`config.mk`:
```
export PLATFORM = sky130hd
export DESIGN_NAME = vga_scan_driver
export DESIGN_NICKNAME = d
export VERILOG_FILES = /design/src/rtl/vga_scan_driver.sv
export SDC_FILE = /design/constraint.sdc
export NUM_CORES = 1
export LEC_CHECK = 0
export ABC_AREA = 1
export BUFFER_PORTS_ARGS = -buffer_cell sky130_fd_sc_hd__buf_2
export CORE_AREA = 5 5 77 86
export CTS_BUF_LIST = sky130_fd_sc_hd__clkbuf_2
export DETAILED_ROUTE_END_ITERATION = 6
export DIE_AREA = 0 0 82 91
export PLACE_DENSITY = 0.56
export SYNTH_ARGS = -nofsm -noshare
export SYNTH_HDL_FRONTEND = slang
export SYNTH_SLANG_ARGS = --single-unit
export TNS_END_PERCENT = 1
```
`constraint.sdc`:
```
create_clock -name clk -period 1.9 [get_ports clk]
set_input_delay 0 -clock clk [delete_from_list [all_inputs] [get_ports clk]]
set_output_delay 0 -clock clk [all_outputs]
set_load 0.02 [all_outputs]
```
`src/rtl/vga_scan_driver.sv`:
```
// 640x480@60 raster scan generator: pixel/line/frame counters, sync windows and a
// single registered output stage that packs syncs and RRGGBB color onto the VGA PMOD bus.
module vga_scan_driver #(
  parameter int   H_ACTIVE    = 640,
  parameter int   H_FP        = 16,
  parameter int   H_SYNC      = 96,
  parameter int   H_BP        = 48,
  parameter int   V_ACTIVE    = 480,
  parameter int   V_FP        = 10,
  parameter int   V_SYNC      = 2,
  parameter int   V_BP        = 33,
  parameter logic SYNC_ACTIVE = 1'b0
) (
  input  logic       clk,
  input  logic       rst_n,
  input  logic       ena,
  output logic [9:0] pix_x,
  output logic [9:0] pix_y,
  output logic       video_active,
  output logic [7:0] frame,
  input  logic [5:0] color,
  output logic [7:0] uo_out
);

  localparam int H_TOTAL = H_ACTIVE + H_FP + H_SYNC + H_BP;
  localparam int V_TOTAL = V_ACTIVE + V_FP + V_SYNC + V_BP;

  localparam logic [9:0] H_LAST     = 10'(H_TOTAL - 1);
  localparam logic [9:0] V_LAST     = 10'(V_TOTAL - 1);
  localparam logic [9:0] H_VIS      = 10'(H_ACTIVE);
  localparam logic [9:0] V_VIS      = 10'(V_ACTIVE);
  localparam logic [9:0] HS_START   = 10'(H_ACTIVE + H_FP);
  localparam logic [9:0] HS_END     = 10'(H_ACTIVE + H_FP + H_SYNC);
  localparam logic [9:0] VS_START   = 10'(V_ACTIVE + V_FP);
  localparam logic [9:0] VS_END     = 10'(V_ACTIVE + V_FP + V_SYNC);

  // Idle bus: both syncs at their inactive level, all color bits dark.
  localparam logic [7:0] UO_IDLE = {~SYNC_ACTIVE, 3'b000, ~SYNC_ACTIVE, 3'b000};

  logic [9:0] h_cnt;
  logic [9:0] v_cnt;
  logic       line_end;
  logic       frame_end;
  logic       hsync_raw;
  logic       vsync_raw;
  logic [5:0] color_vis;
  logic [7:0] uo_next;

  assign line_end  = (h_cnt == H_LAST);
  assign frame_end = line_end && (v_cnt == V_LAST);

  // NOTE: sequential state uses non-blocking assignments so every register samples
  // pre-edge values; blocking here would let v_cnt see the already-wrapped h_cnt.
  always_ff @(posedge clk or negedge rst_n) begin
    if (!rst_n) begin
      h_cnt <= '0;
      v_cnt <= '0;
      frame <= '0;
    end else if (ena) begin
      h_cnt <= line_end ? '0 : h_cnt + 10'd1;
      if (line_end) begin
        v_cnt <= frame_end ? '0 : v_cnt + 10'd1;
      end
      if (frame_end) begin
        frame <= frame + 8'd1;
      end
    end
  end

  always_comb begin
    video_active = (h_cnt < H_VIS) && (v_cnt < V_VIS);
    hsync_raw    = ((h_cnt >= HS_START) && (h_cnt < HS_END)) ? SYNC_ACTIVE : ~SYNC_ACTIVE;
    vsync_raw    = ((v_cnt >= VS_START) && (v_cnt < VS_END)) ? SYNC_ACTIVE : ~SYNC_ACTIVE;
    color_vis    = video_active ? color : 6'd0;
    // PMOD order {hsync,B0,G0,R0,vsync,B1,G1,R1}; color is {R1,R0,G1,G0,B1,B0}.
    uo_next      = {hsync_raw, color_vis[0], color_vis[2], color_vis[4],
                    vsync_raw, color_vis[1], color_vis[3], color_vis[5]};
  end

  // Syncs and color share this one register so they stay aligned to each other.
  always_ff @(posedge clk or negedge rst_n) begin
    if (!rst_n) begin
      uo_out <= UO_IDLE;
    end else if (ena) begin
      uo_out <= uo_next;
    end
  end

  assign pix_x = h_cnt;
  assign pix_y = v_cnt;

endmodule

```
==> flow_summary.yaml, run 1 <==
detailed_routing:
  wl_per_cell_um: 12.14
  drc: 0
  via_count: 1768
  drt_iter0_drc: 75
  totalWireLength_um: 4746
  firstDrtPassIters: 4
  ant_nets: 0
  vias_per_cell: 4.522
place:
  gp_congestion: 0.8108
  place_inst: 375
  dp_slack_ps: 360.9
  dpl_cell_area_mm2: 0.002376
  dp_hpwl_um: 3548
  port_buffers: 45
clocking:
  root_buffer: "clkbuf_2"
  ctsHtreeMaxLevel: 2
  cts_setup_buffers: 0
  worstSkewPairLatency_ps: 380
  clkTransAtPathRegs_ps: 200
  cts_sinks: 36
  clockBufferDepth: 2
  cts_resized: 0
  cts_hold_buf: 8
  cts_tree: "yes"
  cts_made_buffers: 5
timing:
  fmax_mhz: 589.6
  rsz0062_at_grt: "no"
  fin_crit_ps: 1696
  slew_headroom_pct: 44.21
  hold_viol: 0
  worst_slew_pin_slew_ps: 836.9
  slew_violations: 0
  finalSetupTns_ps: 0
  period_share_pct: 89.26
  setup_ws_ps: 204.0
  clock_skew_ps: 34.37
  finalSetupViolCount: 0
logic_synthesis:
  ys_types: 32
  synth_ff_type: "dfrtp_1"
  syn_nets: 271
  synth_edf_count: 0
  synthCells: 257
  synth_top_area_cell: "dfrtp_1"
  ys_ff_latch: 36
  synth-async-reset-ratio_pct: 100.0
  synth-seq-area-share_pct: 43.34
  synth_area_mm2: 0.002084
  ys_top_cells_by_count: "nand2_1, dfrtp_1, inv_1"
  synth_area_leaders: "dfrtp_1, nand2_1, nand3_1"
  yosys_warnings: 0
  synth_top_area_share_pct: 40.82
  syn_area_per_cell_um2: 8.111
  yosysMostFrequentCell: "nand2_1"
run_status:
  status: "complete, no violations"
setup_path:
  arrival_ps: 1700
  startpoint_type: "register"
  cp-endpoint: "video_active"
  r2r_end: "frame[4]"
  worstPathMaxFanout: 7
  path_class: "reg -> out"
  required_ps: 1900
  reg2reg_depth: 7
  ff2ff_setup_slack_ps: 390
  crit_path_end_kind: "primary output"
  startpoint: "pix_y[6]"
  reg2reg_from: "pix_x[0]"
power_and_ir_drop:
  p_leak_nw: 1.394
  p_total_w: 0.001715
  ir_worst_vdd_mv: 0.4559
  powerDensity_mw_per_mm2: 687.3
floorplanning:
  start_util_pct: 36.83
  die_area_mm2: 0.007462
  row_count: 29
  die_h_um: 91
  die_w_um: 82
  coreArea_mm2: 0.005660
  ios: 46
worst_hold_path:
  hp-class: "in -> async"
final_layout:
  diodes: 0
  drive_above_1_share_pct: 24.52
  syn_to_final_growth_pct: 19.69
  fin_nets: 327
  design_area_mm2: 0.002495
  final_cells: 391
global_route:
  first_global_vias: 1689
  antenna_found_initial: 0
  grt_usage_pct: 14.17
  grt_pass1_wl_um: 8328
  grt_overflow: 0
  grt_start_max_net_pins: 37
flow_run:
  drv_cap: 0
==> cells by family (layout without fill, tap and decap cells) <==
kind of cell / after synthesis / in the layout / synth area share (%)
AND/OR/NAND/NOR: 147 / 147 / 35.89
buffers and inverters: 37 / 94 / 7.563
flip-flops: 36 / 36 / 43.34
AO/OA/AOI/OAI: 22 / 22 / 6.002
XOR/XNOR: 10 / 10 / 4.202
adder cells (fa/ha/maj): 5 / 5 / 3.001
==> worst max-delay path, cell delays in order (launching register included) <==
cell	delay, ps
dfrtp_1	490
nand2_1	170
nor2_1	70
nand2_1	60
nand4_1	250
inv_1	110
buf_2	170
==> power breakdown <==
| group | switching, W | internal (W) | total (W) |
|---|---|---|---|
| sequential | 0.0000950 | 0.000834 | 0.000929 |
| combinational | 0.000289 | 0.000142 | 0.000430 |
| clock | 0.000257 | 0.0000987 | 0.000355 |
| total | 0.000640 | 0.00107 | 0.00171 |
==> registers in the layout, summed over array words and instances, names as in the netlist <==
register,count
frame,8
pix_y,10
uo_out,8
pix_x,10
==> routing by layer <==
layer,part of all wire [%],GRT usage [%],vias up,wire length [µm]
met5,0,0,-,0
met4,1.3,4.155,0,64
met3,4.0,3.069,7,188
met2,49,22.10,33,2331
met1,46,19.62,799,2162
li1,-,-,929,-
==> how the worst min path moves through the flow <==
stage / from / end / slack [ps] / depth (start not counted)
detailed placement: rst_n / pix_x[8] / 160 / 1
finish: rst_n / pix_y[3] / 220 / 2
CTS: rst_n / pix_y[3] / 240 / 2
global route: rst_n / pix_y[3] / 300 / 2
floorplan: rst_n / frame[0] / -300 / 0
global placement: rst_n / pix_x[8] / 150 / 1
==> cell type report <==
cell class	instances	area, µm²
clock buffers	7	35.03
clock inverters	1	3.754
fillers	602	3166
inverters	32	120.1
multi-input cells	184	1023
flip-flops and latches	36	903.4
well taps	77	96.34
repair buffers	54	312.8
==> stage by stage <==
stage	hold WS, ps	util, %
finish	220.2	44.08
global route	298.2	44.08
CTS	241.0	44.08
detailed placement	158.7	41.98
global placement	148.6	41.98
floorplan	-295.6	-
==> layout by cell type, fill, tap and decap left out <==
cell type      instances
nor2_1                20
buf_4                  1
nor2_2                 4
clkinv_1               1
nand3_4                1
or2_2                  1
nand3b_1               4
a31oi_1                1
o21ai_1                5
nor3b_1                1
nor2_8                 3
o21ai_0               11
xor2_1                 8
dlygate4sd3_1          8
a41oi_1                1
dfrtp_1               34
clkbuf_2               7
nand2_4                3
nand2_1               76
o21ai_2                2
nand3b_4               1
inv_1                 29
dfstp_2                2
ha_1                   5
nor3_2                 1
xnor2_1                2
inv_2                  3
nor2_4                 1
nand2_2                2
nand3_1               22
a21oi_1                1
buf_2                 45
a211oi_1               1
nand4_1                7
Note: power is estimated with default switching activity, not from simulation.
==> inputs of run 2 (changes only) <==
--- a/config.mk
+++ b/config.mk
@@ -7,11 +7,11 @@
 export LEC_CHECK = 0
 export ABC_AREA = 1
 export BUFFER_PORTS_ARGS = -buffer_cell sky130_fd_sc_hd__buf_2
-export CORE_AREA = 5 5 77 86
+export CORE_AREA = 5 5 68 76
 export CTS_BUF_LIST = sky130_fd_sc_hd__clkbuf_2
 export DETAILED_ROUTE_END_ITERATION = 6
-export DIE_AREA = 0 0 82 91
-export PLACE_DENSITY = 0.56
+export DIE_AREA = 0 0 73 81
+export PLACE_DENSITY = 0.71
 export SYNTH_ARGS = -nofsm -noshare
 export SYNTH_HDL_FRONTEND = slang
 export SYNTH_SLANG_ARGS = --single-unit
==> run 2 against run 1 <==
Clock power rose by 39%. Largest cell class unchanged. Final cell count decreased by 4.3%. Clock skew fell by 19 ps. Hold slack improved by 1.4 ps. Fmax up 2.8%. Global-route usage grew 4.3 points.
==> flow_summary.yaml, run 2 (synthesis gave the netlist of run 1 again) <==
run_status:
  status: "complete, no violations"
timing:
  clock_skew_ps: 15.53
  setup_ws_ps: 249.5
  worst_slew_pin_slew_ps: 820.9
  period_share_pct: 86.87
  slew_violations: 0
  finalSetupViolCount: 0
  fmax_mhz: 605.9
  fin_crit_ps: 1650
  rsz0062_at_grt: "no"
  hold_viol: 0
  finalSetupTns_ps: 0
  slew_headroom_pct: 45.27
detailed_routing:
  ant_nets: 0
  firstDrtPassIters: 4
  totalWireLength_um: 4824
  drt_iter0_drc: 159
  vias_per_cell: 5.000
  drc: 0
  via_count: 1870
  wl_per_cell_um: 12.90
power_and_ir_drop:
  p_leak_nw: 1.423
  seqPwrFrac_pct: 49.9
  p_switching_w: 0.0006522
  ir_worst_vdd_mv: 0.5608
  switching_share_pct: 35.02
  comb_power_share_pct: 23.7
  internal_power_w: 0.001210
  clkPwrFrac_pct: 26.4
  powerDensity_mw_per_mm2: 729.7
floorplanning:
  die_h_um: 81
  row_count: 25
  coreArea_mm2: 0.004254
  die_area_mm2: 0.005913
  start_util_pct: 49.00
  die_w_um: 73
  ios: 46
clocking:
  ctsHtreeMaxLevel: 2
  cts_setup_buffers: 0
  clkTransAtPathRegs_ps: 200
  cts_made_buffers: 5
  cts_tree: "yes"
  root_buffer: "clkbuf_2"
  cts_sinks: 36
  clockBufferDepth: 2
  worstSkewPairLatency_ps: 390
final_layout:
  drive_above_1_share_pct: 24.38
  fin_util_pct: 60.00
  layout_common_cells: "nand2_1, buf_2, dfrtp_1, inv_1, nand3_1"
  final_common_cell: "nand2_1"
  design_area_mm2: 0.002552
  fin_nets: 333
  diodes: 0
  syn_to_final_growth_pct: 22.45
place:
  gp_congestion: 0.8330
  port_buffers: 45
  dp_slack_ps: 357.4
  dp_hpwl_um: 3406
  dpl_cell_area_mm2: 0.002347
global_route:
  grt_usage_pct: 18.44
  grt_start_max_net_pins: 37
  antenna_found_initial: 0
  grt_pass1_wl_um: 8411
  grt_overflow: 0
  first_global_vias: 1815
flow_run:
  drv_cap: 0
setup_path:
  crit_path_end_kind: "primary output"
  arrival_ps: 1650
  worstPathMaxFanout: 7
  path_class: "reg -> out"
  startpoint_type: "register"
  required_ps: 1900
worst_hold_path:
  hp-class: "in -> async"
run 2: through the flow:
step / power, W / std cells / hold WS [ps]
final: 0.001863 / 374 / 221.6
after global routing: 0.001984 / 374 / 270.2
after CTS: 0.001882 / 374 / 228.2
after detailed placement: 0.001368 / 352 / 142.2
after global placement: 0.001360 / 352 / 139.5
after floorplan: 0.001218 / 257 / -295.6
run 2: path summary, 6_finish.rpt:
path | startpoint | end | slack [ps] | cells after the start
max | pix_y[6] | video_active | 250 | 6
min | rst_n | pix_y[9] | 220 | 2
max reg2reg | pix_x[0] | frame[5] | 340 | 7
min reg2reg | uo_out[5] | uo_out[5] | 510 | 2
max in group asynchronous | rst_n | frame[0] | 1160 | 2
min in group clk | uo_out[5] | uo_out[5] | 510 | 2
run 2: layout make-up:
type                    instances  area (µm²)
repair buffers                 60       372.9
well taps                      54       67.56
multi-input cells             184        1023
fillers                       400        1702
clock buffers                   6       30.03
flip-flops and latches         36       903.4
clock inverters                 2       35.03
inverters                      32       120.1
run 2: worst max-delay path, stage by stage (launching register included):
cell     delay (ps)
dfrtp_1         480
nand2_1         170
nor2_1           60
nand2_1          60
nand4_1         240
inv_1           110
buf_2           160
run 2: routing by layer:
metal  up-vias  global-route usage, %  wire (µm)
met5         -                      0          0
met4         0                  9.225        132
met3        12                  4.703        209
met2        37                  29.07       2360
met1       881                  23.30       2122
li1        940                      -          -
run 2: power by group through the flow:
stage	Combinational, W	Clock (W)	Sequential, W
3_5_place_dp	0.000422	0	0.000946
2_1_floorplan	0.000204	0	0.00101
5_1_grt	0.000501	0.000534	0.000949
6_report	0.000442	0.000492	0.000929
3_3_place_gp	0.000418	0	0.000943
4_1_cts	0.000447	0.000505	0.000930
run 2: what timing repair did:
item / in CTS / in global routing
setup endpoints to repair: 0 / 0
hold endpoints to repair: 42 / 0
resized for setup: 0 / 0
hold buffers: 14 / 0
==> inputs of run 3 (changes only) <==
--- a/config.mk
+++ b/config.mk
@@ -5,13 +5,14 @@
 export SDC_FILE = /design/constraint.sdc
 export NUM_CORES = 1
 export LEC_CHECK = 0
-export ABC_AREA = 1
+export ABC_AREA = 0
 export BUFFER_PORTS_ARGS = -buffer_cell sky130_fd_sc_hd__buf_2
-export CORE_AREA = 5 5 68 76
+export CORE_AREA = 5 5 64 71
 export CTS_BUF_LIST = sky130_fd_sc_hd__clkbuf_2
 export DETAILED_ROUTE_END_ITERATION = 6
-export DIE_AREA = 0 0 73 81
-export PLACE_DENSITY = 0.71
+export DIE_AREA = 0 0 69 76
+export PLACE_DENSITY = 0.72
+export SETUP_SLACK_MARGIN = 0.05
 export SYNTH_ARGS = -nofsm -noshare
 export SYNTH_HDL_FRONTEND = slang
 export SYNTH_SLANG_ARGS = --single-unit
==> run 3 against run 2 <==
Synthesized area down 14%. Critical path depth down 1. Critical path type is now reg -> reg. Sequential share of layout area up 2.8 points. Total power down 8.3%. Combinational power up 7.2%. Critical endpoint is now pix_y[8]. Utilization up 2.0 points. First-iteration DRC count down 53%. Via count down 15%. Register-to-register slack worse by 320 ps. Worst setup slack worse by 230 ps. Clock power down 28%. Non-clock buffer count up 16.
==> flow_summary.yaml, run 3 <==
final_layout:
  diodes: 0
  final_cells: 308
  syn_to_final_growth_pct: 33.10
  num-fill-cells: 350
  layout_common_cells: "buf_2, dfrtp_1, buf_4, nand2_1, inv_1"
  fin_nets: 269
  final_common_cell: "buf_2"
  drive_above_1_share_pct: 38.28
global_route:
  grt_usage_pct: 16.63
  grt_pass1_wl_um: 7148
  grt_start_max_net_pins: 37
  grt_overflow: 0
  antenna_found_initial: 0
  first_global_vias: 1510
logic_synthesis:
  ys_top_cells_by_count: "dfrtp_1, nand2_1, inv_1"
  synth-simple-area-share_pct: 23.04
  synth_fa_ha_area_share_pct: 3.492
  synth_compound_area_share_pct: 8.520
  synth_area_leaders: "dfrtp_1, xnor2_1, xor2_1"
  synth_area_mm2: 0.001792
  synth-seq-area-share_pct: 50.42
  synth_edf_count: 0
  synth_top_area_cell: "dfrtp_1"
  synth_top_family_by_area: "simple AND/OR/NAND/NOR gates"
  synthMuxAreaShare_pct: 1.257
  ys_ff_latch: 36
  synthCells: 179
  ys_types: 35
  yosysMostFrequentCell: "dfrtp_1"
  yosys_warnings: 0
  synth_xor_area_share_pct: 8.310
  syn_nets: 193
  synth_ff_type: "dfrtp_1"
  synth_top_area_share_pct: 47.49
  synth-async-reset-ratio_pct: 100.0
  syn_area_per_cell_um2: 10.01
detailed_routing:
  totalWireLength_um: 4161
  via_count: 1586
  firstDrtPassIters: 4
  ant_nets: 0
  drc: 0
  vias_per_cell: 5.149
  wl_per_cell_um: 13.51
  drt_iter0_drc: 75
setup_path:
  arrival_ps: 2220
  crit_path_end_kind: "register"
  worstPathMaxFanout: 8
  required_ps: 2240
  startpoint_type: "register"
  ff2ff_setup_slack_ps: 20
  path_class: "reg -> reg"
power_and_ir_drop:
  switching_share_pct: 33.65
  comb_power_share_pct: 27.8
  powerDensity_mw_per_mm2: 716.0
  p_leak_nw: 1.193
  p_switching_w: 0.0005746
  ir_worst_vdd_mv: 0.7498
  clkPwrFrac_pct: 20.6
  internal_power_w: 0.001133
  seqPwrFrac_pct: 51.6
timing:
  fin_crit_ps: 1879
  setup_ws_ps: 21.47
  clock_skew_ps: 31.65
  rsz0062_at_grt: "yes"
  finalSetupViolCount: 0
  worst_slew_pin_slew_ps: 790.8
  slew_violations: 0
  hold_viol: 0
  slew_headroom_pct: 47.28
  period_share_pct: 98.87
  fmax_mhz: 532.3
floorplanning:
  die_h_um: 76
  die_w_um: 69
  start_util_pct: 46.61
  ios: 46
  coreArea_mm2: 0.003844
  die_area_mm2: 0.005244
  row_count: 24
clocking:
  worstSkewPairLatency_ps: 390
  cts_made_buffers: 5
  cts_tree: "yes"
  clockBufferDepth: 2
  root_buffer: "clkbuf_2"
  clkTransAtPathRegs_ps: 200
  cts_sinks: 36
  ctsHtreeMaxLevel: 2
worst_hold_path:
  hp-class: "in -> reg"
place:
  dp_hpwl_um: 2918
  gp_congestion: 0.8723
  dp_slack_ps: 0.5168
  port_buffers: 45
  place_inst: 289
run_status:
  status: "complete, no violations"
flow_run:
  drv_cap: 0
run 3: changes by cell type in the layout (fill, tap and decap cells not counted), moves of 7 or more:
| cell | delta |
|---|---|
| buf_4 | +24 |
| dlygate4sd3_1 | -7 |
| inv_1 | -15 |
| nand2_1 | -60 |
| nand3_1 | -13 |
| nor2_1 | -10 |
| xnor2_1 | +7 |
run 3: final cells by class:
class                           instances  area [µm²]  share of cell area (%)
Tap cell                               52       65.06                   2.728
Timing Repair Buffer                   76       478.0                   20.04
Clock inverter                          1       5.005                  0.2099
Clock buffer                            7       35.03                   1.469
Inverter                               14       52.55                   2.204
Multi-Input combinational cell        122       838.3                   35.15
Sequential cell                        36       910.9                   38.20
run 3: path summary, 6_finish.rpt:
kind,start,end,cells after the start
setup / recovery,pix_x[0],pix_y[8],5
max in group asynchronous,rst_n,pix_x[4],2
min in group asynchronous,rst_n,pix_y[4],2
hold reg to reg,frame[7],frame[7],1
hold / removal,ena,uo_out[7],4
setup reg to reg,pix_x[0],pix_y[8],5
run 3: stage by stage:
step / hold slack, ps / power (W) / TNS (ps) / area [µm²] / util [%]
global route: 71.74 / 0.001805 / -242.5 / 2385 / 62.04
detailed placement: 130.0 / 0.001344 / 0 / 2228 / 57.98
CTS: 45.93 / 0.001728 / 0 / 2377 / 61.85
floorplan: -295.6 / 0.001169 / 0 / 1829 / -
global placement: 129.2 / 0.001335 / 0 / 2228 / 57.98
finish: 79.82 / 0.001708 / 0 / 2385 / 62.04
run 3: metal layers:
metal,vias to the layer above,wire length [µm],share of wire [%],global-route usage [%]
met5,-,0,0,0
met4,0,85,2.0,6.836
met3,8,220,5.3,5.013
met2,45,2017,48,26.43
met1,748,1837,44,21.01
li1,785,-,-,-
run 3: critical path: stages, from the launching register on:
cell	delay (ps)
dfrtp_2	430
ha_4	150
nand4_1	160
or4_4	520
or4_1	510
o21ai_1	80
run 3: what timing repair did:
item,in CTS,in global routing
hold endpoints to repair,40,0
hold buffers,7,0
gates resized for setup,6,4
endpoints found under the setup margin,6,9
setup buffers,4,0
pin swaps,0,2
run 3: logic make-up after synthesis:
| logic type | after synthesis |
|---|---|
| DFF | 36 |
| AOI/OAI and AO/OA | 26 |
| xor gates and xnor gates | 17 |
| muxes | 2 |
| adders and majority gates | 5 |
| and+or+nand+nor | 72 |
| buffers and inverters | 21 |
run 3: power groups by stage:
stage	Combinational, W	Clock, W	Sequential, W
2_1_floorplan	0.000169	0	0.00100
3_3_place_gp	0.000438	0	0.000897
3_5_place_dp	0.000443	0	0.000901
4_1_cts	0.000479	0.000366	0.000882
5_1_grt	0.000520	0.000397	0.000889
6_report	0.000474	0.000352	0.000881
